$ cat src/rtl/imem_program_loader.sv
// Program loader: unpacks a length/data/checksum byte frame into big-endian words,
// writes them sequentially into instruction memory and holds the CPU until a clean load.
module imem_program_loader #(
  parameter logic [31:0] BASE_ADDR = 32'd0,
  parameter logic [31:0] ADDR_STEP = 32'd1,
  parameter int          MAX_WORDS = 256
) (
  input  logic        clk,
  input  logic        reset,
  input  logic        start,
  input  logic        in_valid,
  input  logic [7:0]  in_data,
  output logic        in_ready,
  output logic        im_we,
  output logic [31:0] im_addr,
  output logic [31:0] im_wdata,
  output logic        cpu_hold,
  output logic        done,
  output logic        err,
  output logic [15:0] word_count
);

  typedef enum logic [2:0] {
    S_IDLE, S_LEN_HI, S_LEN_LO, S_DATA, S_CSUM, S_DONE, S_ERR
  } state_t;

  localparam logic [16:0] MaxWords = 17'(MAX_WORDS);

  state_t      state_q, state_d;
  logic [15:0] len_q, len_d;
  logic [1:0]  byte_cnt_q, byte_cnt_d;
  logic [23:0] word_buf_q, word_buf_d;
  logic [7:0]  acc_q, acc_d;
  logic        im_we_q, im_we_d;
  logic [31:0] im_addr_q, im_addr_d;
  logic [31:0] im_wdata_q, im_wdata_d;
  logic [15:0] word_count_q, word_count_d;

  logic        xfer;
  logic [15:0] len_next;

  assign in_ready = (state_q == S_LEN_HI) || (state_q == S_LEN_LO) ||
                    (state_q == S_DATA)   || (state_q == S_CSUM);
  assign xfer     = in_valid && in_ready;
  assign len_next = {len_q[7:0], in_data};

  // Status flags are decoded straight from the state so they can never disagree with it.
  assign done       = (state_q == S_DONE);
  assign err        = (state_q == S_ERR);
  assign cpu_hold   = (state_q != S_DONE);
  assign im_we      = im_we_q;
  assign im_addr    = im_addr_q;
  assign im_wdata   = im_wdata_q;
  assign word_count = word_count_q;

  always_comb begin
    // NOTE: every signal gets a default before the case so no latch is inferred.
    state_d      = state_q;
    len_d        = len_q;
    byte_cnt_d   = byte_cnt_q;
    word_buf_d   = word_buf_q;
    acc_d        = acc_q;
    im_we_d      = 1'b0;
    im_addr_d    = im_addr_q;
    im_wdata_d   = im_wdata_q;
    word_count_d = word_count_q;

    unique case (state_q)
      S_IDLE, S_DONE, S_ERR: begin
        if (start) begin
          state_d      = S_LEN_HI;
          word_count_d = '0;
          acc_d        = '0;
          byte_cnt_d   = '0;
          im_addr_d    = BASE_ADDR;
        end
      end
      S_LEN_HI: begin
        if (xfer) begin
          len_d   = len_next;
          acc_d   = acc_q ^ in_data;
          state_d = S_LEN_LO;
        end
      end
      S_LEN_LO: begin
        if (xfer) begin
          len_d = len_next;
          acc_d = acc_q ^ in_data;
          if ({1'b0, len_next} > MaxWords) state_d = S_ERR;
          else if (len_next == 16'd0)      state_d = S_CSUM;
          else                             state_d = S_DATA;
        end
      end
      S_DATA: begin
        if (xfer) begin
          acc_d      = acc_q ^ in_data;
          byte_cnt_d = byte_cnt_q + 2'd1;
          if (byte_cnt_q == 2'd3) begin
            im_we_d      = 1'b1;
            im_wdata_d   = {word_buf_q, in_data};
            // im_addr_q already sits at BASE_ADDR for the first word of a load.
            im_addr_d    = (word_count_q == 16'd0) ? BASE_ADDR : im_addr_q + ADDR_STEP;
            word_count_d = word_count_q + 16'd1;
            if (word_count_q + 16'd1 == len_q) state_d = S_CSUM;
          end else begin
            word_buf_d = {word_buf_q[15:0], in_data};
          end
        end
      end
      S_CSUM: begin
        if (xfer) state_d = (in_data == acc_q) ? S_DONE : S_ERR;
      end
      default: state_d = S_IDLE;
    endcase
  end

  // NOTE: sequential state uses non-blocking assignments only.
  always_ff @(posedge clk or negedge reset) begin
    if (!reset) begin
      state_q      <= S_IDLE;
      len_q        <= '0;
      byte_cnt_q   <= '0;
      word_buf_q   <= '0;
      acc_q        <= '0;
      im_we_q      <= 1'b0;
      im_addr_q    <= BASE_ADDR;
      im_wdata_q   <= '0;
      word_count_q <= '0;
    end else begin
      state_q      <= state_d;
      len_q        <= len_d;
      byte_cnt_q   <= byte_cnt_d;
      word_buf_q   <= word_buf_d;
      acc_q        <= acc_d;
      im_we_q      <= im_we_d;
      im_addr_q    <= im_addr_d;
      im_wdata_q   <= im_wdata_d;
      word_count_q <= word_count_d;
    end
  end

endmodule
$ cat config.mk
export PLATFORM = sky130hd
export DESIGN_NAME = imem_program_loader
export DESIGN_NICKNAME = d
export VERILOG_FILES = /design/src/rtl/imem_program_loader.sv
export SDC_FILE = /design/constraint.sdc
export NUM_CORES = 1
export LEC_CHECK = 0
export CAP_MARGIN = 15
export CORE_MARGIN = 2
export CORE_UTILIZATION = 47
export CTS_CLUSTER_DIAMETER = 40
export DETAILED_ROUTE_END_ITERATION = 8
export PLACE_DENSITY = 0.7
export SLEW_MARGIN = 40
export SYNTH_ARGS = -nofsm -noshare
export SYNTH_HDL_FRONTEND = slang
export SYNTH_SLANG_ARGS = --single-unit
$ cat constraint.sdc
create_clock -name clk -period 2.8 [get_ports clk]
set_input_delay 0.56 -clock clk [delete_from_list [all_inputs] [get_ports clk]]
set_output_delay 0.56 -clock clk [all_outputs]
set_load 0.02 [all_outputs]
# --- Yosys cells after proc, flatten, opt, wreduce, memory -nomap -nowiden ---
# Index checks and enable logic that the tools add are counted.
op_classes:
  addsub: 3
  n_lt_le_gt_ge: 1
  eq_ne: 18
  muxes: 29
  n_bitwise: 2
  reduce_logical: 19
op_table:
  columns: ["cell", "count"]
  rows:
  - ["2-to-1 mux 32 bit", 4]
  - ["one-hot mux 32 bit (2 select lines)", 1]
  - ["2-to-1 mux 16 bit", 3]
  - ["adder 32 x 1 -> 32 bit, second input constant", 1]
  - ["logical NOT 16 bit", 2]
  - ["one-hot mux 16 bit (2 select lines)", 1]
  - ["2-to-1 mux 3 bit", 9]
  - ["adder 16 x 1 -> 16 bit, second input constant", 1]
  - ["equality test 16 bit", 1]
  - ["> comparator 16 x 9 -> 1 bit, second input constant", 1]
  - ["2-to-1 mux 8 bit", 2]
  - ["one-hot mux 8 bit (2 select lines)", 1]
  - ["one-hot mux 3 bit (5 select lines)", 1]
  - ["AND reduction 3 bit", 4]
  - ["!= test 2 bit, second input constant", 5]
  - ["equality test 3 bit, second input constant", 3]
  - ["equality test 8 bit", 1]
  - ["XOR 8 bit", 1]
  - ["AND reduction 7 bit", 1]
  - ["equality test 3 x 2 -> 1 bit, second input constant", 2]
  - ["2-to-1 mux 2 bit", 3]
  - ["!= test 2 x 1 -> 1 bit, second input constant", 3]
  - ["OR reduction 3 bit", 2]
  - ["one-hot mux 2 bit (2 select lines)", 1]
  - ["other kinds (13)", 18]
word_totals:
  ff_bits: 134
  in_bits: 12
  out_inout_bits: 85
  wordCells: 81

# --- Logic depth before layout (Yosys ltp) ---
logic_depth:
  word_depth: 7
  mapped_depth: 11
  mapped_depth_nobuf: 8

# --- Worst setup path after synthesis ---
# Ideal clock, no wire load.
synth_timing:
  kind: "register -> register"
  from: "register word_count_q[10] (netlist: word_count[10])"
  to: "register state_q[1]"
  setup_ps: 143
  arrival_time_ps: 2089
  required_time_ps: 2657
  setup_slack_ps: 568
  path_stages_with_launch: 8
  path_buffers: 1
  period_less_slack_ps: 2232
  cell_sequence: "dfrtp_1 buf_2 nand4_1 nor4_1 xnor2_1 nand4_1 o41ai_2 a31oi_1"
synth_between:
  elab_chain_cells: 4
synth_rtl:
  columns: ["item", "line_no", "source"]
  rows:
  - ["start, declared", "37", "logic [15:0] word_count_q, word_count_d;"]
  - ["start signal, assigned", "138", "word_count_q <= word_count_d;"]
  - ["adder 16 x 1 -> 16 bit", "104", "if (word_count_q + 16'd1 == len_q) state_d = S_CSUM;"]
  - ["equality test 16 bit", "104", null]
  - ["!= test 2 x 1 -> 1 bit (no source line)", null, null]
  - ["AND reduction 7 bit (no source line)", null, null]
  - ["end signal, assigned", "130", "state_q <= state_d;"]
  - ["end, declared", "29", "state_t state_q, state_d;"]
# Every way passes these cells.
# A chain may end at the register's enable or synchronous reset.

# --- Worst setup path in the final report ---
layout_timing:
  from: "register state_q[1]"
  to: "output in_ready"
layout_between:
  elab_chain_cells: 4
  word_cells_on_any_way: 7
  cone_classes: "4 x eq/ne; 3 x reduce/logical"
layout_rtl:
  columns: ["item", "line_no", "source"]
  rows:
  - ["equality test 3 x 1 -> 1 bit or equality test 3 x 2 -> 1 bit (tied branches)", "42", "assign in_ready = (state_q == S_LEN_HI) || (state_q == S_LEN_LO) ||"]
  - ["logical OR 1 bit (2 in series)", "42", null]
  - ["logical OR 1 bit (*)", "43", "(state_q == S_DATA) || (state_q == S_CSUM);"]
  - ["end, declared", "13", "output logic in_ready,"]
# Mark *: on every way between the ends. The rest lies on a longest branch, timed or not.

==> results.md <==
* Syn Nets at 736
* Switching Share at 33.7%
* Fin Clk Skew at 8.39 ps
* R2R Path End: im_addr[11]$_DFFE_PN0P_
* Fillers at 1,192
* Logic pwr share at 28.7%
* Post-route setup TNS at 0 ps
* Diodes inserted at 0
* Die area at 0.0156 mm2
* Max Fclk at 380 MHz
* Cell variety after synth at 61
* Yosys warns at 0
* Gr usage total at 22.6%
* Largest net degree at the start of global routing at 54
* CTS Buffer Depth at 2
* Critical Path Start: state_q[1]$_DFFE_PN0P_
* Gr ovfl total at 0
* Seq cells post-synth at 134
* Fin nets at 839
* GPL Wtd Cong at 0.915
* Pwr dens at 817 mW/mm2
* Area contributors post-synth: dfrtp_1 (49%), nand2_1 (8.4%), mux2_2 (6.4%)
* Slew headroom at 56.6%
* Clock latency on the worst-skew pair at 420 ps
* Fin crit period at 2630 ps
* CP endpoint kind: output port
* Starting Density at 47.7%
* Worst reg-to-reg setup slack at 210 ps
* Worst min-delay path class: in2async
* Num ports at 97
* Initial DRC count at 642
* Vias/cell at 5.68
* Cell Chain, Critical Path: nor2_2, xnor2_1, clkdlybuf4s50_1
* Setup violators final at 0
* Slew @ Worst Pin at 650 ps
* Crit path DAT at 2070 ps
* Int Power at 0.00470 W
* DRC viols at 0
* Root Buffer: clkbuf_16
* TritonCTS clock tree: done
* Final Core Density at 60.4%
* Core Area at 0.0144 mm2
* Initial antenna violation count at 0
* Synth area leader: dfrtp_1
* Vias in the first global route at 5,665
* Post-Syn Area at 0.00685 mm2
* Final WL at 17,300 um
* Post-synth EDFFs at 0
* Sw Pwr at 0.00239 W
* Via count at 5,792
* Reg-to-reg startpoint: state_q[1]$_DFFE_PN0P_
* Slew Limit Fails at 0
* Multi-input logic area at 0.00321 mm2
* Setup crit end: in_ready
* Largest stage delay, worst path at 620 ps
* Die Span X at 125 um
* Post-CTS setup buffer count at 0
* Seq/Total Area, Yosys at 48.9%
* H-Tree Depth at 4
* Crit Path Max Fanout at 18
* Most frequent cell after synthesis: nand2_1
* Avg Cell Area, Syn at 9.52 um2
* Leakage power at 3.86 nW
* Slowest CP cell: clkdlybuf4s50_1
* Top-area cell type share of the netlist area at 48.9%
* Drt wl/cell at 17.0 um
* Tcrit/Tclk final at 94.1%
* Num rows at 44
* Die height at 125 um
* Layout cells sized above 1 at 14.5%
* Post-synthesis async set-or-reset flop share at 100%
* Status: finished, final reports clean
* Max Cap Viol at 0
* Critical Path Start Type: register
* Top_reg_cell synth: dfrtp_1
* Global-route wire length before repair at 28,600 um
* Most common library cells after synthesis: nand2_1 (153), dfrtp_1 (134), o21ai_0 (48)
* Area occupied by registers at 0.00335 mm2
* Worst R2R Path Depth at 7
* Antenna viol nets, final at 0
* Post-DP HPWL at 12,100 um
* Drt pass-1 iters at 5
* Clock slew at reported path FFs at 60 ps
* Area grow syn2layout at 26.7%
* Clk sink count at 134
* Peak VDD IR at 0.598 mV
* # port buffers at 96
* Seq pwr share at 40.0%
* Worst endpoint required time at 2240 ps
* Final hold violations at 0
* Clock share of power at 31.3%
* Worst setup path class: reg2out
* CTS buffer count at 17
* RSZ-0062 raised after global routing: false
* Number of cells produced by synthesis at 720
[worst max-delay path: cells and delay by family, from the launching register on]
kind | cells | cell delay [ps]
xor gates and xnor gates | 1 | 150
buffers and inverters | 1 | 620
DFF | 1 | 590
and+or+nand+nor | 1 | 300
[cells by family after synthesis]
group,synth area share [%]
AND/OR/NAND/NOR,22.5
flip-flops,48.9
buffers and inverters,4.24
XOR/XNOR,6.65
multiplexers,6.55
adder cells (fa/ha/maj),0.730
AO/OA/AOI/OAI,10.4
[registers in the layout, summed over array words and instances, names as in the netlist]
name / count
word_count: 16
word_buf_q: 24
acc_q: 8
byte_cnt_q: 2
im_we: 1
state_q: 3
im_wdata: 32
im_addr: 32
len_q: 16
[layer usage]
| metal | vias to the layer above | track usage (%) | wire [um] |
|---|---|---|---|
| li1 | 2734 | - | - |
| met1 | 2824 | 30.5 | 7720 |
| met2 | 203 | 35.7 | 8170 |
| met3 | 31 | 5.11 | 1030 |
| met4 | 0 | 8.86 | 372 |
| met5 | - | 0 | 0 |
[metrics by stage]
| stage | hold slack, ps | setup slack [ps] | total power (W) | instance area [um2] | instances |
|---|---|---|---|---|---|
| floorplan | 264 | 568 | 0.00394 | 6850 | 720 |
| global placement | 443 | 194 | 0.00483 | 8090 | 988 |
| detailed placement | 467 | 115 | 0.00489 | 8090 | 988 |
| CTS | 113 | 99.6 | 0.00715 | 8680 | 1020 |
| global route | 126 | 50.0 | 0.00745 | 8680 | 1020 |
| finish | 101 | 165 | 0.00709 | 8680 | 1020 |
[power by group through the flow]
stage | sequential [W] | clock (W) | combinational (W)
after floorplan | 0.00305 | 0 | 0.000896
after global placement | 0.00284 | 0 | 0.00198
after detailed placement | 0.00285 | 0 | 0.00204
after CTS | 0.00283 | 0.00226 | 0.00205
after global routing | 0.00291 | 0.00235 | 0.00220
final | 0.00284 | 0.00222 | 0.00203
[repair_timing]
item / 4_1_cts / 5_1_grt
gates resized for setup: 0 / 1
endpoints found under the setup margin: 0 / 1
hold buffers: 0 / 0
[worst min path at each step]
stage                                     from  depth (start not counted)                        end  slack (ps)
finish                                   reset                          1  word_count[2]$_DFFE_PN0P_         100
global route                             reset                          1  word_count[2]$_DFFE_PN0P_         130
CTS                                      reset                          1     state_q[1]$_DFFE_PN0P_         110
detailed placement  word_buf_q[21]$_DFFE_PN0P_                          2   im_wdata[29]$_DFFE_PN0P_         470
global placement    word_buf_q[20]$_DFFE_PN0P_                          2   im_wdata[28]$_DFFE_PN0P_         440
floorplan                                reset                          0       acc_q[0]$_DFFE_PN0P_         260
[cell type report]
cell class	instances	share of cell area, %
flip-flops and latches	134	38.6
multi-input cells	523	37.0
repair buffers	130	14.2
clock buffers	19	5.10
well taps	184	2.65
clock inverters	13	1.70
inverters	17	0.735
[placed cells by master, fill, tap and decap left out, drive strengths merged, types with 4 or more instances in the layout]
cell type and count:
nand2 153, dfrtp 134, clkdlybuf4s50 95, o21ai 49, nor2 45, mux2 39
buf 35, xnor2 30, nand3 29, nand4 25, xor2 22, inv 20
clkbuf 19, nor4 15, a21oi 13, or4 10, nor3 9, o211ai 9
and3 8, a31oi 6, o31ai 5, clkinv 5, o311ai 4, and2 4
ha 4, or2 4, o41ai 4
Power figures use the tool's default switching activity.
